`config.mk`:
```
export PLATFORM = sky130hd
export DESIGN_NAME = shifter_rs_iter32
export DESIGN_NICKNAME = d
export VERILOG_FILES = /design/src/rtl/shifter_rs_iter32.sv
export SDC_FILE = /design/constraint.sdc
export NUM_CORES = 1
export LEC_CHECK = 0
export ABC_AREA = 1
export BUFFER_PORTS_ARGS = -buffer_cell sky130_fd_sc_hd__buf_2
export CAP_MARGIN = 20
export CORE_MARGIN = 8
export CORE_UTILIZATION = 40
export CTS_BUF_LIST = sky130_fd_sc_hd__clkbuf_4 sky130_fd_sc_hd__clkbuf_8
export DETAILED_ROUTE_END_ITERATION = 8
export SLEW_MARGIN = 20
export SYNTH_ARGS = -nofsm -noshare
export SYNTH_HDL_FRONTEND = slang
export SYNTH_SLANG_ARGS = --single-unit
```
`constraint.sdc`:
```
create_clock -name clk -period 2.7 [get_ports clk]
set_input_delay 0.405 -clock clk [delete_from_list [all_inputs] [get_ports clk]]
set_output_delay 0.405 -clock clk [all_outputs]
set_load 0.05 [all_outputs]
```
`src/rtl/shifter_rs_iter32.sv`:
```
// Iterative right shifter (logical/arithmetic): one log2 stage per clock,
// valid/ready handshake on both request and result sides.
module shifter_rs_iter32 #(
  parameter int N = 32,
  parameter int S = 5
) (
  input  logic         clk,
  input  logic         rst_n,
  input  logic         in_valid,
  output logic         in_ready,
  input  logic [N-1:0] a,
  input  logic [S-1:0] s,
  input  logic         arith,
  output logic         out_valid,
  input  logic         out_ready,
  output logic [N-1:0] y
);

  localparam int CW = (S > 1) ? $clog2(S) : 1;
  localparam logic [CW-1:0] LAST_STEP = CW'(S - 1);

  typedef enum logic [1:0] {IDLE, SHIFT, DONE} state_t;

  state_t        state;
  logic [S-1:0]  amount;
  logic          fill;
  logic [CW-1:0] step;

  // Shift right by 2^k, filling the vacated upper bits with f.
  function automatic logic [N-1:0] shift_stage(input logic [N-1:0] v,
                                               input logic [CW-1:0] k,
                                               input logic f);
    logic [N-1:0] ones;
    logic [N-1:0] mask;
    int unsigned  sh;
    ones = '1;
    sh   = 32'd1 << k;
    mask = ~(ones >> sh);
    return (v >> sh) | (f ? mask : '0);
  endfunction

  assign in_ready = (state == IDLE);

  always_ff @(posedge clk or negedge rst_n) begin
    if (!rst_n) begin
      state     <= IDLE;
      out_valid <= 1'b0;
      y         <= '0;
      step      <= '0;
      amount    <= '0;
      fill      <= 1'b0;
    end else begin
      case (state)
        IDLE: begin
          if (in_valid) begin
            y      <= a;
            amount <= s;
            fill   <= arith & a[N-1];
            step   <= '0;
            state  <= SHIFT;
          end
        end
        SHIFT: begin
          // s=0 still walks every stage so latency never depends on the data
          if (amount[step])
            y <= shift_stage(y, step, fill);
          step <= step + 1'b1;
          if (step == LAST_STEP) begin
            state     <= DONE;
            out_valid <= 1'b1;
          end
        end
        DONE: begin
          if (out_ready) begin
            state     <= IDLE;
            out_valid <= 1'b0;
          end
        end
        default: begin
          state     <= IDLE;
          out_valid <= 1'b0;
        end
      endcase
    end
  end

endmodule
```
---- Yosys cells after proc, flatten, opt, wreduce, memory -nomap -nowiden ----
Cells that the tools add are included.
cells by class
  add/subtract/negate cells ............... 1
  magnitude comparators ................... 1
  equality and inequality tests ........... 7
  shifts and indexed selects .............. 3
  multiplexer cells ....................... 15
  bitwise gates (word level) .............. 4
  reductions and logical operators ........ 7
operator list
  kind                                                                    count
  32-bit two-way mux                                                      3
  32-bit case mux with 2 select lines                                     1
  32-bit inverter                                                         1
  32-bit bitwise OR                                                       1
  1-bit by 3-bit << shifter with 32-bit output (first input constant)     1
  32-bit by 32-bit right shift with 32-bit output                         1
  32-bit by 32-bit right shift with 32-bit output (first input constant)  1
  3-bit AND reduction                                                     3
  2-bit inequality test (second input constant)                           4
  2-bit two-way mux                                                       3
  2-bit case mux with 3 select lines                                      1
  3-bit case mux with 2 select lines                                      1
  3-bit by 4-bit < comparator with 1-bit output (second input constant)   1
  2-bit AND reduction                                                     2
  3-bit by 1-bit adder with 3-bit output (second input constant)          1
  1-bit binary-select mux with 3-bit select                               1
  3-bit == test (second input constant)                                   1
  1-bit two-way mux                                                       3
  3-bit two-way mux                                                       1
  1-bit case mux with 3 select lines                                      1
  2-bit by 1-bit == test with 1-bit output (second input constant)        1
  2-bit == test (second input constant)                                   1
  2-bit logical NOT                                                       1
  2-bit nonzero test                                                      1
  other kinds (2)                                                         2
storage, ports and cells
  bits in registers ....................... 44
  input port bits ......................... 42
  output and inout bits ................... 34
  word-level logic and storage cells ...... 44

---- Longest topological paths before layout ----
Gate-level depths: netlist of run 1.
  depth in word-level cells ............... 7
  mapped depth ............................ 15
  gate-level depth less buffers ........... 15

---- Worst setup path before layout of run 1 ----
Ideal clock, no wire load.
  path type ............................... flip-flop to flip-flop
  start ................................... register step[0]
  end ..................................... register y[12]
  library setup time ...................... 0.066 ns
  arrival time ............................ 1.982 ns
  required time ........................... 2.634 ns
  slack ................................... 0.652 ns
  cell stages (with the launch flop) ...... 15
  buffers on the path ..................... 1
  clock period less this slack ............ 2.048 ns
  cells stage by stage .................... dfrtp_1 ha_1 ha_1 inv_1 clkbuf_1 nand3_1 nand2_1 nand3_1 nand2_1 nand2_1 o21ai_0 nand3_1 nand2_1 nand2_1 nand2_1
between the ends
  longest elaborated chain between the ends .. 7
  elaborated cells on any way between the ends .. 12
  those cells by class .................... eq/ne: 1; shift: 3; mux: 5; bitwise: 2; reduce/logical: 1
ends and longest elaborated chain
  what                                             RTL line  RTL
  from (decl)                                      27        logic [CW-1:0] step;
  from (signal assigned)                           67        step <= step + 1'b1;
  1-bit by 3-bit << shifter with 32-bit output     37        sh = 32'd1 << k;
  32-bit by 32-bit right shift with 32-bit output  38        mask = ~(ones >> sh);
  32-bit inverter                                  38
  32-bit two-way mux                               39        return (v >> sh) | (f ? mask : '0);
  32-bit bitwise OR                                39
  32-bit two-way mux                               65        if (amount[step])
  32-bit case mux with 2 select lines              53        case (state)
  to (signal assigned)                             66        y <= shift_stage(y, step, fill);
  to (decl)                                        16        output logic [N-1:0] y
Several ways; a longest one is shown, not always the timed one. The select of a mux whose other input is x is not followed.
A chain may end at the register's enable or synchronous reset.

---- Worst setup path after layout of run 1 ----
  start ................................... register step[1]
  end ..................................... register y[9]
The elaborated chain is that of the path after synthesis.

==> results.md, run 1 <==
* Status: completed
* Die height at 119 µm
* Vias/cell at 5.72
* Initial DRT Pass Iterations at 9
* Area of the core at 0.0103 mm²
* DRC viols at 0
* Initial antenna violation count at 0
* Hold Vio Cnt, Final at 0
* Max-slew headroom at 60.7%
* Number of global-route vias before repair at 4913
* Hold Buf Count CTS at 0
* Post-cts sizing count at 0
* Most used cell, CP: nand2_1
* P&R area growth vs syn at 13.3%
* Filler instances at 1138
* Initial Utilization at 41.3%
* CP Cell Sequence: inv_1 > ha_1 > nand2_4 > inv_2 > nand4_1 > nand3_1 > nand3_1 > a21oi_1 > nand2_1 > nand2_1 > nand2_1 > nand2_1
* Critical Path AT at 2.72 ns
* Post-synth cell types at 32
* Final Cell Area at 0.00483 mm²
* Min Tclk post-route at 2.47 ns
* Nets at 820
* Final worst-path setup slack at 0.229 ns
* Post-Syn Area at 0.00426 mm²
* Port bufs at 75
* CP top delay family: simple AND/OR/NAND/NOR gates
* Largest net degree at the start of global routing at 42
* RSZ-0062 raised after global routing: no
* Antenna cells at 0
* Longest Clk Path Bufs at 2
* Syn Area/Cell at 5.91 µm²
* Root buf cell: clkbuf_8
* Sequential-to-total area share from yosys stat at 25.8%
* Measured slew at the worst slew-check pin at 0.588 ns
* Fmax at 405 MHz
* FP Rows at 37
* Max Cap Viol at 0
* Final period utilization at 91.5%
* Num ports at 76
* Final Routed Wirelength at 15.7 mm
* RD Place Congestion at 0.996
* Num Clock Sinks at 44
* WP buf/inv at 2
* Setup Skew at 0.0128 ns
* Clk Latency, worst-skew pair at 0.31 ns
* CP max stage delay at 0.44 ns
* Cells after synthesis at 721
* Crit. End Element: flip-flop
* Die width at 119 µm
* Critical path's slowest cell: inv_2
* Post-Place Worst Slack at 0.179 ns
* Critical path peak fanout at 32
* Detailed Place HPWL at 12.0 mm
* WHS at 0.0555 ns
* ANT nets after route at 0
* Postcts setup bufs at 0
* Finish-stage setup viols at 0
* Post-DP Area at 0.00468 mm²
* Worst Path Required at 2.95 ns
* Fin Setup TNS at 0 ns
* CTS buffer count at 5
* Via count at 5198
* Grt ovf at 0
* Yosys reg bits at 44
* Min-delay worst type: input port to asynchronous set/reset pin
* Total Routing Usage GR at 21.7%
* Final slew viol count at 0
* First-pass GRT wire length at 25.3 mm
* CTS HTree Levels at 2
* Yosys warns at 0
* Crit start category: flip-flop
* DR WL/cell at 17.3 µm
* Setup CP Type: flip-flop to flip-flop
* Die footprint at 0.0142 mm²
* DRT iter0 DRCs at 640
* Syn_nets at 769
* Share of post-route cells with drive strength above 1 at 15.3%
* Clk pin slew, worst setup/hold paths at 0.10 ns
* CTS tree: done
## worst register-to-register path, cell delays in order, from the launching register on
cell and delay, ns:
dfrtp_1 0.42, inv_1 0.15, ha_1 0.27, nand2_4 0.09
inv_2 0.44, nand4_1 0.24, nand3_1 0.17, nand3_1 0.15
a21oi_1 0.17, nand2_1 0.11, nand2_1 0.09, nand2_1 0.06
nand2_1 0.06
## per-stage QoR
step	cells	util, %
floorplan	721	-
global placement	901	45.4
detailed placement	901	45.4
CTS	909	46.6
global route	909	46.8
finish	909	46.8
## final cells by class
class,instances,area [µm²],share of cell area [%]
clock inverters,2,38.8,0.804
multi-input cells,605,2800,58.0
well taps,136,170,3.53
clock buffers,6,82.6,1.71
inverters,24,95.1,1.97
repair buffers,92,539,11.2
flip-flops and latches,44,1100,22.8
## placed cells by master (no fill, tap or decap), drive strengths merged
cell type	netlist	routed
o21ai	42	42
clkbuf	8	6
a31oi	1	1
a21boi	1	1
nor2	63	63
dfrtp	44	44
o32ai	1	1
buf	40	92
nor4	1	1
ha	6	6
o211ai	7	7
o31a	1	1
o21a	1	1
nor3	2	2
nand2	248	248
a211oi	1	1
clkinv	0	1
o31ai	1	1
o22ai	2	2
nand4	3	3
inv	24	24
a21oi	17	17
bufinv	0	1
nand3	207	207
## metal layers
layer | share of wire, % | wire (µm) | global-route usage, % | up-vias
met5 | 0 | 0 | 0 | -
li1 | - | - | - | 2524
met2 | 43 | 6790 | 33.1 | 249
met4 | 2.0 | 313 | 5.61 | 0
met3 | 7.5 | 1180 | 3.54 | 35
met1 | 47 | 7410 | 30.9 | 2390
## cell usage after synthesis (all sizes together)
cell type | n | share of area [%]
a211oi | 1 | 0.47
a21boi | 1 | 0.18
a21oi | 17 | 2.0
a31oi | 1 | 0.15
buf | 40 | 5.8
clkbuf | 8 | 0.70
dfrtp | 44 | 26
ha | 6 | 1.8
inv | 24 | 2.2
nand2 | 248 | 22
nand3 | 207 | 25
nand4 | 3 | 0.44
nor2 | 63 | 5.8
nor3 | 2 | 0.23
nor4 | 1 | 0.15
o211ai | 7 | 1.2
o21a | 1 | 0.18
o21ai | 42 | 4.9
o22ai | 2 | 0.29
o31a | 1 | 0.21
o31ai | 1 | 0.18
o32ai | 1 | 0.21
## worst paths after layout
check / from / endpoint / slack (ns) / cells after the start
max in group asynchronous: rst_n / y[7] / 1.91 / 2
min in group clk: s[3] / amount[3] / 0.28 / 3
hold / removal: rst_n / amount[1] / 0.06 / 1
setup reg to reg: step[1] / y[9] / 0.23 / 12
hold reg to reg: amount[3] / amount[3] / 0.49 / 2
setup / recovery: step[1] / y[9] / 0.23 / 12
## registers in the layout (all words and copies together), names as in the netlist
register	cells
y	32
out_valid	1
amount	5
state	2
step	3
fill	1
## cell families after synthesis
| group | share of synthesized area, % |
|---|---|
| AOI/OAI and AO/OA | 10.0 |
| buffers and inverters | 8.75 |
| DFF | 25.8 |
| and+or+nand+nor | 53.6 |
| adders and majority gates | 1.76 |
Power of run 1 is left out: the tool's default activity adds up to more than one toggle a clock period on the data nets, which glitch-free logic cannot reach.
==> run 2: changes to the inputs <==
--- a/config.mk
+++ b/config.mk
@@ -9,9 +9,11 @@
 export BUFFER_PORTS_ARGS = -buffer_cell sky130_fd_sc_hd__buf_2
 export CAP_MARGIN = 20
 export CORE_MARGIN = 8
-export CORE_UTILIZATION = 40
+export CORE_UTILIZATION = 59
 export CTS_BUF_LIST = sky130_fd_sc_hd__clkbuf_4 sky130_fd_sc_hd__clkbuf_8
 export DETAILED_ROUTE_END_ITERATION = 8
+export PLACE_DENSITY = 0.84
+export SETUP_SLACK_MARGIN = 0.3
 export SLEW_MARGIN = 20
 export SYNTH_ARGS = -nofsm -noshare
 export SYNTH_HDL_FRONTEND = slang
==> results.md, run 2 (synthesized netlist as in run 1, its figures left out) <==
* Vias/cell at 6.14
* Hold Vio Cnt, Final at 0
* Measured slew at the worst slew-check pin at 0.574 ns
* Crit. End Element: flip-flop
* Port bufs at 75
* Num Clock Sinks at 44
* Max Cap Viol at 0
* ANT nets after route at 0
* Root buf cell: clkbuf_8
* Via count at 5425
* Commonest non-fill, non-tap cell in the layout: nand2_1
* Finish-stage setup viols at 0
* Area of the core at 0.00714 mm²
* Biggest register: y
* RD Place Congestion at 1.00
* Status: completed
* CTS buffer count at 5
* DRT iter0 DRCs at 753
* DRC viols at 0
* Detailed Place HPWL at 11.2 mm
* Hold Buf Count CTS at 0
* Critical R2R Launch: step[0]
* Setup CP Type: flip-flop to flip-flop
* First-pass GRT wire length at 24.1 mm
* Nets at 832
* Share of post-route cells with drive strength above 1 at 19.2%
* Crit start category: flip-flop
* Worst Path Required at 2.96 ns
* Final Routed Wirelength at 15.2 mm
* Max FFs per register at 32
* Initial antenna violation count at 0
* Setup Skew at 0.0184 ns
* Setup crit start: step[0]
* RSZ-0062 raised after global routing: yes
* Fmax at 429 MHz
* Final slew viol count at 0
* Num ports at 76
* Die height at 101 µm
* Initial DRT Pass Iterations at 6
* Clk Latency, worst-skew pair at 0.31 ns
* FP Rows at 31
* Clk pin slew, worst setup/hold paths at 0.10 ns
* Longest Clk Path Bufs at 2
* Total Routing Usage GR at 29.3%
* Number of global-route vias before repair at 4928
* Die width at 101 µm
* Max-slew headroom at 61.8%
* CTS tree: done
* CTS HTree Levels at 2
* Grt ovf at 0
* Final period utilization at 86.4%
* Min-delay worst type: input port to asynchronous set/reset pin
* Critical Path AT at 2.59 ns
* Initial Utilization at 59.7%
* Fin Setup TNS at 0 ns
* Min Tclk post-route at 2.33 ns
* Largest regs: y (32), amount (5), step (3)
* Commonest cells after routing, fill and taps aside: nand2_1 (241), nand3_1 (196), buf_2 (74), nor2_1 (60), dfrtp_1 (42)
* Largest net degree at the start of global routing at 54
* Antenna cells at 0
* Die footprint at 0.0102 mm²
* Critical path peak fanout at 15
* DR WL/cell at 17.2 µm
* P&R area growth vs syn at 17.5%
==> run 2: cell type report <==
cell class / instances / area [µm²]
multi-input cells: 605 / 2870
fillers: 707 / 2130
flip-flops and latches: 44 / 1100
repair buffers: 103 / 669
well taps: 99 / 124
inverters: 24 / 108
clock buffers: 6 / 82.6
clock inverters: 2 / 38.8
repair inverters: 1 / 8.76
==> run 2: per-stage QoR <==
stage	utilization, %	hold WS (ns)	setup slack [ns]	std cells	instance area, µm²
floorplan	-	0.109	0.652	721	4260
global placement	65.2	0.463	0.209	864	4650
detailed placement	65.2	0.477	0.118	864	4650
CTS	67.1	0.287	0.342	872	4790
global route	70.2	0.140	0.249	884	5010
finish	70.2	0.0946	0.369	884	5010
==> run 2: routing by layer <==
metal  GRT usage, %  vias to the layer above  routed length, µm
li1               -                     2542                  -
met1           40.4                     2468               6360
met2           44.8                      356               6780
met3           4.77                       59               1530
met4           10.8                        0                545
met5              0                        -                  0
==> run 2: repair_timing <==
item | in CTS | in global routing
resized for setup | 4 | 32
endpoints found under the setup margin | 13 | 32
pin swaps | 0 | 3
setup buffers | 0 | 11
gates cloned | 0 | 1
==> run 2: worst max-delay path: stages (launching register included) <==
cell     delay (ns)
dfrtp_2        0.46
ha_1           0.23
ha_1           0.20
inv_2          0.10
buf_6          0.17
nand3_1        0.16
nand2_2        0.12
nand3_1        0.10
nand2_1        0.08
nand2_1        0.14
o21ai_0        0.20
nand3_1        0.11
nand2_1        0.09
nand2_1        0.07
nand2_1        0.05
==> run 2: final timing paths <==
path | cells past startpoint | slack [ns] | endpoint
max reg2reg | 14 | 0.37 | y[12]
max in group asynchronous | 1 | 2.20 | step[2]
max | 14 | 0.37 | y[12]
min | 1 | 0.09 | amount[2]
min reg2reg | 2 | 0.49 | amount[4]
min in group clk | 3 | 0.29 | amount[4]
Power of run 2 is left out for the same reason.
